[config.mk]
export PLATFORM = sky130hd
export DESIGN_NAME = seq_correlator
export DESIGN_NICKNAME = d
export VERILOG_FILES = /design/src/rtl/seq_correlator.sv
export SDC_FILE = /design/constraint.sdc
export NUM_CORES = 1
export LEC_CHECK = 0
export CAP_MARGIN = 20
export CORE_MARGIN = 3
export CORE_UTILIZATION = 48
export DETAILED_ROUTE_END_ITERATION = 16
export PLACE_DENSITY_LB_ADDON = 0.12
export SYNTH_ARGS = -nofsm -noshare
export SYNTH_HDL_FRONTEND = slang
export SYNTH_SLANG_ARGS = --single-unit
[constraint.sdc]
create_clock -name i_clk -period 3.09 [get_ports i_clk]
set_input_delay 0.4635 -clock i_clk [delete_from_list [all_inputs] [get_ports i_clk]]
set_output_delay 0.4635 -clock i_clk [all_outputs]
set_load 0.02 [all_outputs]
[src/rtl/seq_correlator.sv]
// seq_correlator: correlates a serial AXI-Stream bit stream against a fixed reference
// pattern and reports the mismatch count with match / inverted-match flags.
module seq_correlator #(
    parameter int unsigned          SEQ_LEN    = 11,
    parameter logic [SEQ_LEN-1:0]   TARGET_SEQ = 11'b11100010010,
    parameter int unsigned          MAX_ERR    = 0,
    parameter int unsigned          MODE       = 0,
    parameter int unsigned          DETECT_INV = 0,
    localparam int unsigned         ERR_W      = $clog2(SEQ_LEN + 1)
) (
    input  logic             i_clk,
    input  logic             i_rst_n,
    input  logic             s_tdata,
    input  logic             s_tvalid,
    input  logic             s_tlast,
    output logic             s_tready,
    output logic [ERR_W-1:0] m_tdata,
    output logic [1:0]       m_tuser,
    output logic             m_tlast,
    output logic             m_tvalid,
    input  logic             m_tready
);

    localparam logic [ERR_W-1:0] LenW    = ERR_W'(SEQ_LEN);
    localparam logic [ERR_W-1:0] MaxErrW = ERR_W'(MAX_ERR);
    localparam logic [ERR_W-1:0] InvThrW = ERR_W'(SEQ_LEN - MAX_ERR);

    logic [SEQ_LEN-1:0] window_q, window_d, window_next;
    logic [ERR_W-1:0]   fill_q, fill_d, fill_next;
    logic               m_tvalid_q, m_tvalid_d;
    logic [ERR_W-1:0]   m_tdata_q, m_tdata_d;
    logic [1:0]         m_tuser_q, m_tuser_d;
    logic               m_tlast_q, m_tlast_d;
    logic               accept;
    logic               verdict;
    logic               full;
    logic [SEQ_LEN-1:0] diff;
    logic [ERR_W-1:0]   err;

    // Handshake: a pending verdict blocks input unless it drains this cycle.
    always_comb begin
        s_tready = ~m_tvalid_q | m_tready;
        accept   = s_tvalid & s_tready;
        verdict  = accept & ((MODE != 0) | s_tlast);
        m_tvalid = m_tvalid_q;
        m_tdata  = m_tdata_q;
        m_tuser  = m_tuser_q;
        m_tlast  = m_tlast_q;
    end

    // Shift window and saturating fill count; both clear after a frame's last bit.
    always_comb begin
        window_next = (window_q << 1) | {{(SEQ_LEN-1){1'b0}}, s_tdata};
        fill_next   = (fill_q == LenW) ? LenW : fill_q + 1'b1;
        full        = (fill_next == LenW);
        window_d    = window_q;
        fill_d      = fill_q;
        if (accept) begin
            if (s_tlast) begin
                window_d = '0;
                fill_d   = '0;
            end else begin
                window_d = window_next;
                fill_d   = fill_next;
            end
        end
    end

    // Mismatch popcount over the window including the bit being accepted.
    always_comb begin
        diff = window_next ^ TARGET_SEQ;
        err  = '0;
        for (int i = 0; i < int'(SEQ_LEN); i++) begin
            err = err + ERR_W'(diff[i]);
        end
    end

    // Output register: load on a verdict, hold under backpressure, clear when drained.
    always_comb begin
        m_tvalid_d = m_tvalid_q;
        m_tdata_d  = m_tdata_q;
        m_tuser_d  = m_tuser_q;
        m_tlast_d  = m_tlast_q;
        if (verdict) begin
            m_tvalid_d = 1'b1;
            m_tlast_d  = s_tlast;
            if (full) begin
                m_tdata_d    = err;
                m_tuser_d[0] = (err <= MaxErrW);
                m_tuser_d[1] = (DETECT_INV != 0) && (err >= InvThrW);
            end else begin
                // Partial window never matches either polarity.
                m_tdata_d = LenW;
                m_tuser_d = 2'b00;
            end
        end else if (m_tready) begin
            m_tvalid_d = 1'b0;
        end
    end

    // State registers.
    always_ff @(posedge i_clk or negedge i_rst_n) begin
        if (!i_rst_n) begin
            window_q   <= '0;
            fill_q     <= '0;
            m_tvalid_q <= 1'b0;
            m_tdata_q  <= '0;
            m_tuser_q  <= '0;
            m_tlast_q  <= 1'b0;
        end else begin
            window_q   <= window_d;
            fill_q     <= fill_d;
            m_tvalid_q <= m_tvalid_d;
            m_tdata_q  <= m_tdata_d;
            m_tuser_q  <= m_tuser_d;
            m_tlast_q  <= m_tlast_d;
        end
    end

endmodule

==> key figures <==
Outcome
  – Status: finished, violations left
  – Violated checks: setup timing

Logic synthesis
  – Register area share after synthesis: 0.458
  – Ys Warns: 0
  – Post-synth EDFFs: 0
  – Synth area leader: dfrtp_1
  – Synth Area in Compound Gates: 0.158
  – Synth Area in XOR/XNOR: 0.00763
  – Post-Syn Instances: roughly 110
  – Post-Synth Simple-Gate Area: 0.150
  – Synth area leaders: dfrtp_1 (46%), fa_1 (12%), o31ai_1 (6.5%)
  – #FFs+latches synth: 21
  – Mux contribution to synthesized area: 0
  – Post-Synthesis Net Count: 128
  – Main combinational cell family by area after synthesis: compound AO/OA/AOI/OAI gates
  – Share of the synthesized area in the top cell type: 0.458
  – Top FF cell, synth: dfrtp_1
  – Asr flop ratio synth: 1.00
  – Adder-Cell Fraction of Synth Area: 0.144
  – Synthesized area per cell: 10.2 um^2
  – Synth unique cells: 31
  – Mapped cell area: about 1100 um^2

Critical path
  – Worst Path Required: 3.35 ns
  – Setup crit start kind: input pin
  – Top cell by count, worst path: fa_1
  – Max Fanout on Critical Path: 2
  – Slowest cell on crit path: fa_1
  – CP cell instances: dlygate4sd2_1 > inv_8 > fa_1 > inv_1 > fa_1 > fa_1 > inv_1 > fa_2 > fa_2 > xnor2_2 > nand3_2 > nor3b_2 > a22o_1
  – Worst EP arrival: approximately 3.6 ns
  – Slowest stage delay, CP: 0.49 ns
  – Setup crit end kind: flip-flop
  – Setup CP Type: in2reg

Drt
  – Initial DRC Count: 13
  – Routed vias: around 810
  – DRC: 0
  – Via density: 5.14
  – First-pass DRT Iterations: 5
  – Antenna Nets Post-Route: 0
  – DR WL/cell: ~13 um
  – DRT Wirelength: 2.12 mm

Placed design
  – Dpl cells: between 150 and 200
  – Post-DP Area: between 1000 and 1500 um^2
  – Gpl congestion: a little under 0.8
  – Pre-CTS setup slack: -0.908 ns
  – Post-DP HPWL: approximately 1.6 mm
  – IO buf count: 13

Clock tree
  – Clk_lat worst skew: ~0.31 ns
  – Clock-pin slew on the worst setup and hold paths: roughly 0.12 ns
  – Root buf cell: clkbuf_4
  – TritonCTS buffer count: 3
  – Clock tree buffer depth: 2
  – CTS tree: built
  – Clock sink count: 21
  – H-tree Lvls: 1

STA
  – Max-slew violations: 0
  – Setup violations, final: 2
  – Fmax: 302 MHz
  – Final Skew: around 0.0058 ns
  – Final Hold Fails: 0
  – Slew headroom: 0.362
  – Post-route minimum period: between 3 and 4 ns
  – Final worst setup slack: -0.224 ns
  – Unrepaired setup endpoints after global routing: true
  – Final period utilization: 1.07
  – Hold_ws: about 0.48 ns
  – Worst-margin pin slew: between 0.9 and 1 ns
  – Setup Total Neg Slack: -0.364 ns

Power
  – PwrDens: 446 nW/um^2
  – Total Power: roughly 600 uW
  – Leak Pwr: 0.600 nW
  – Maximum vdd ir drop: around 0.34 mV

Final layout
  – Layout fillers: 200
  – Layout Area Growth over Synthesis: 20.4%
  – Design Area, Final: 1380 um^2
  – Cell Count, Final, Fillers Out: roughly 160
  – # diodes: 0
  – Nets: approximately 150
  – Post-layout util: 0.619
  – Layout cells sized above 1: 0.146

Global route
  – GRT Total Usage: 0.178
  – Routing usage on met2: 0.278
  – GR Overflow Total: 0
  – Antenna violations before repair: 0
  – First-pass GRT wire length: between 3 and 4 mm
  – Met3 Track Usage GR: 0.0322
  – Global route hottest layer: met2
  – Largest net degree at the start of global routing: 28
  – Vias in the first global route: around 800
  – Met1 Use GR: 0.234

Hold path
  – Hold Crit Class: reg2reg

Floorplan
  – Die Ht: around 55 um
  – Core Region: around 2200 um^2
  – Starting Density: 0.514
  – Die X: ~55 um
  – # IOs: 15
  – Die Area: a little over 3000 um^2
  – FP Rows: 17

Job
  – Max cap viols: 0
[cells by family after synthesis]
group	after synthesis
simple gates	33
buf+inv	22
xor+xnor	1
flops	21
fa+ha+maj	9
compound gates	26
other cells	1
[power by group]
group          internal (mW)  switching [mW]  total (mW)
combinational         0.0873          0.0956       0.183
sequential             0.287          0.0130       0.300
clock                 0.0504          0.0836       0.134
[cell usage in the layout (no fill, tap or decap), drive strengths merged]
master         Yosys  layout
or3                1       1
o21bai             1       1
dfrtp             21      21
a31oi              4       4
fa                 7       7
conb               1       1
a211oi             1       1
nor3b              1       1
a21oi              1       1
nor2               5       5
nand2             14      14
ha                 2       2
o21ai              5       5
a22o               2       2
a21o               1       1
nor2b              2       2
xnor2              1       1
a21boi             1       1
clkbuf             2       4
inv               16      16
clkdlybuf4s50      0      12
and3               1       1
o31ai             10      10
nand2b             5       5
nand3b             1       1
nand3              3       3
buf                4       6
dlygate4sd2        0       1
[cell usage after synthesis (2+ instances only)]
cell and number:
a22o_1 2, a31oi_1 4, buf_2 3, dfrtp_1 21
fa_1 7, ha_1 2, inv_1 16, nand2_1 13
nand2b_1 4, nand3_1 3, nor2_1 5, nor2b_1 2
o21ai_0 3, o21ai_1 2, o31ai_1 10
[area by class of cell]
type,instances,area [um^2],share of cell area
Sequential cell,21,526,0.380
Clock buffer,4,26.3,0.0190
Timing Repair Buffer,19,174,0.126
Tap cell,28,35.0,0.0253
Inverter,16,67.6,0.0489
Multi-Input combinational cell,70,554,0.401
[per-layer routing]
layer  share of wire  vias to the layer above
met1            0.47                      390
met4           0.026                        0
li1                -                      405
met5               0                        -
met3           0.024                        5
met2            0.48                       12
[critical path, delay by kind of cell]
family,cells,cell delay (ns)
simple gates,2,0.25
xor+xnor,1,0.17
fa+ha+maj,5,2.13
buf+inv,4,0.43
compound gates,1,0.14
[state kept, by name, summed over array words and instances, names as in the netlist]
register  flops
fill_q        4
m_tdata       4
window_q     10
m_tlast       1
m_tuser       1
m_tvalid      1
[worst paths after layout]
path / depth (start not counted) / startpoint / to / slack (ns)
worst max-delay path: 13 / s_tdata / m_tuser[0] / -0.22
worst min-delay path: 1 / m_tlast / m_tlast / 0.48
worst max register to register: 12 / window_q[4] / m_tuser[0] / -0.22
worst min register to register: 1 / m_tlast / m_tlast / 0.48
max in group asynchronous: 1 / i_rst_n / window_q[5] / 1.84
min in group asynchronous: 1 / i_rst_n / fill_q[2] / 0.68
[timing repair]
| action | 4_1_cts | 5_1_grt |
|---|---|---|
| resized for setup | 2 | 0 |
| buffers inserted | 1 | 1 |
| hold buffers | 0 | 0 |
| gates cloned | 0 | 0 |
| pin swaps | 6 | 2 |
| setup endpoints to repair | 4 | 4 |
(Power assumes the default switching activity.)
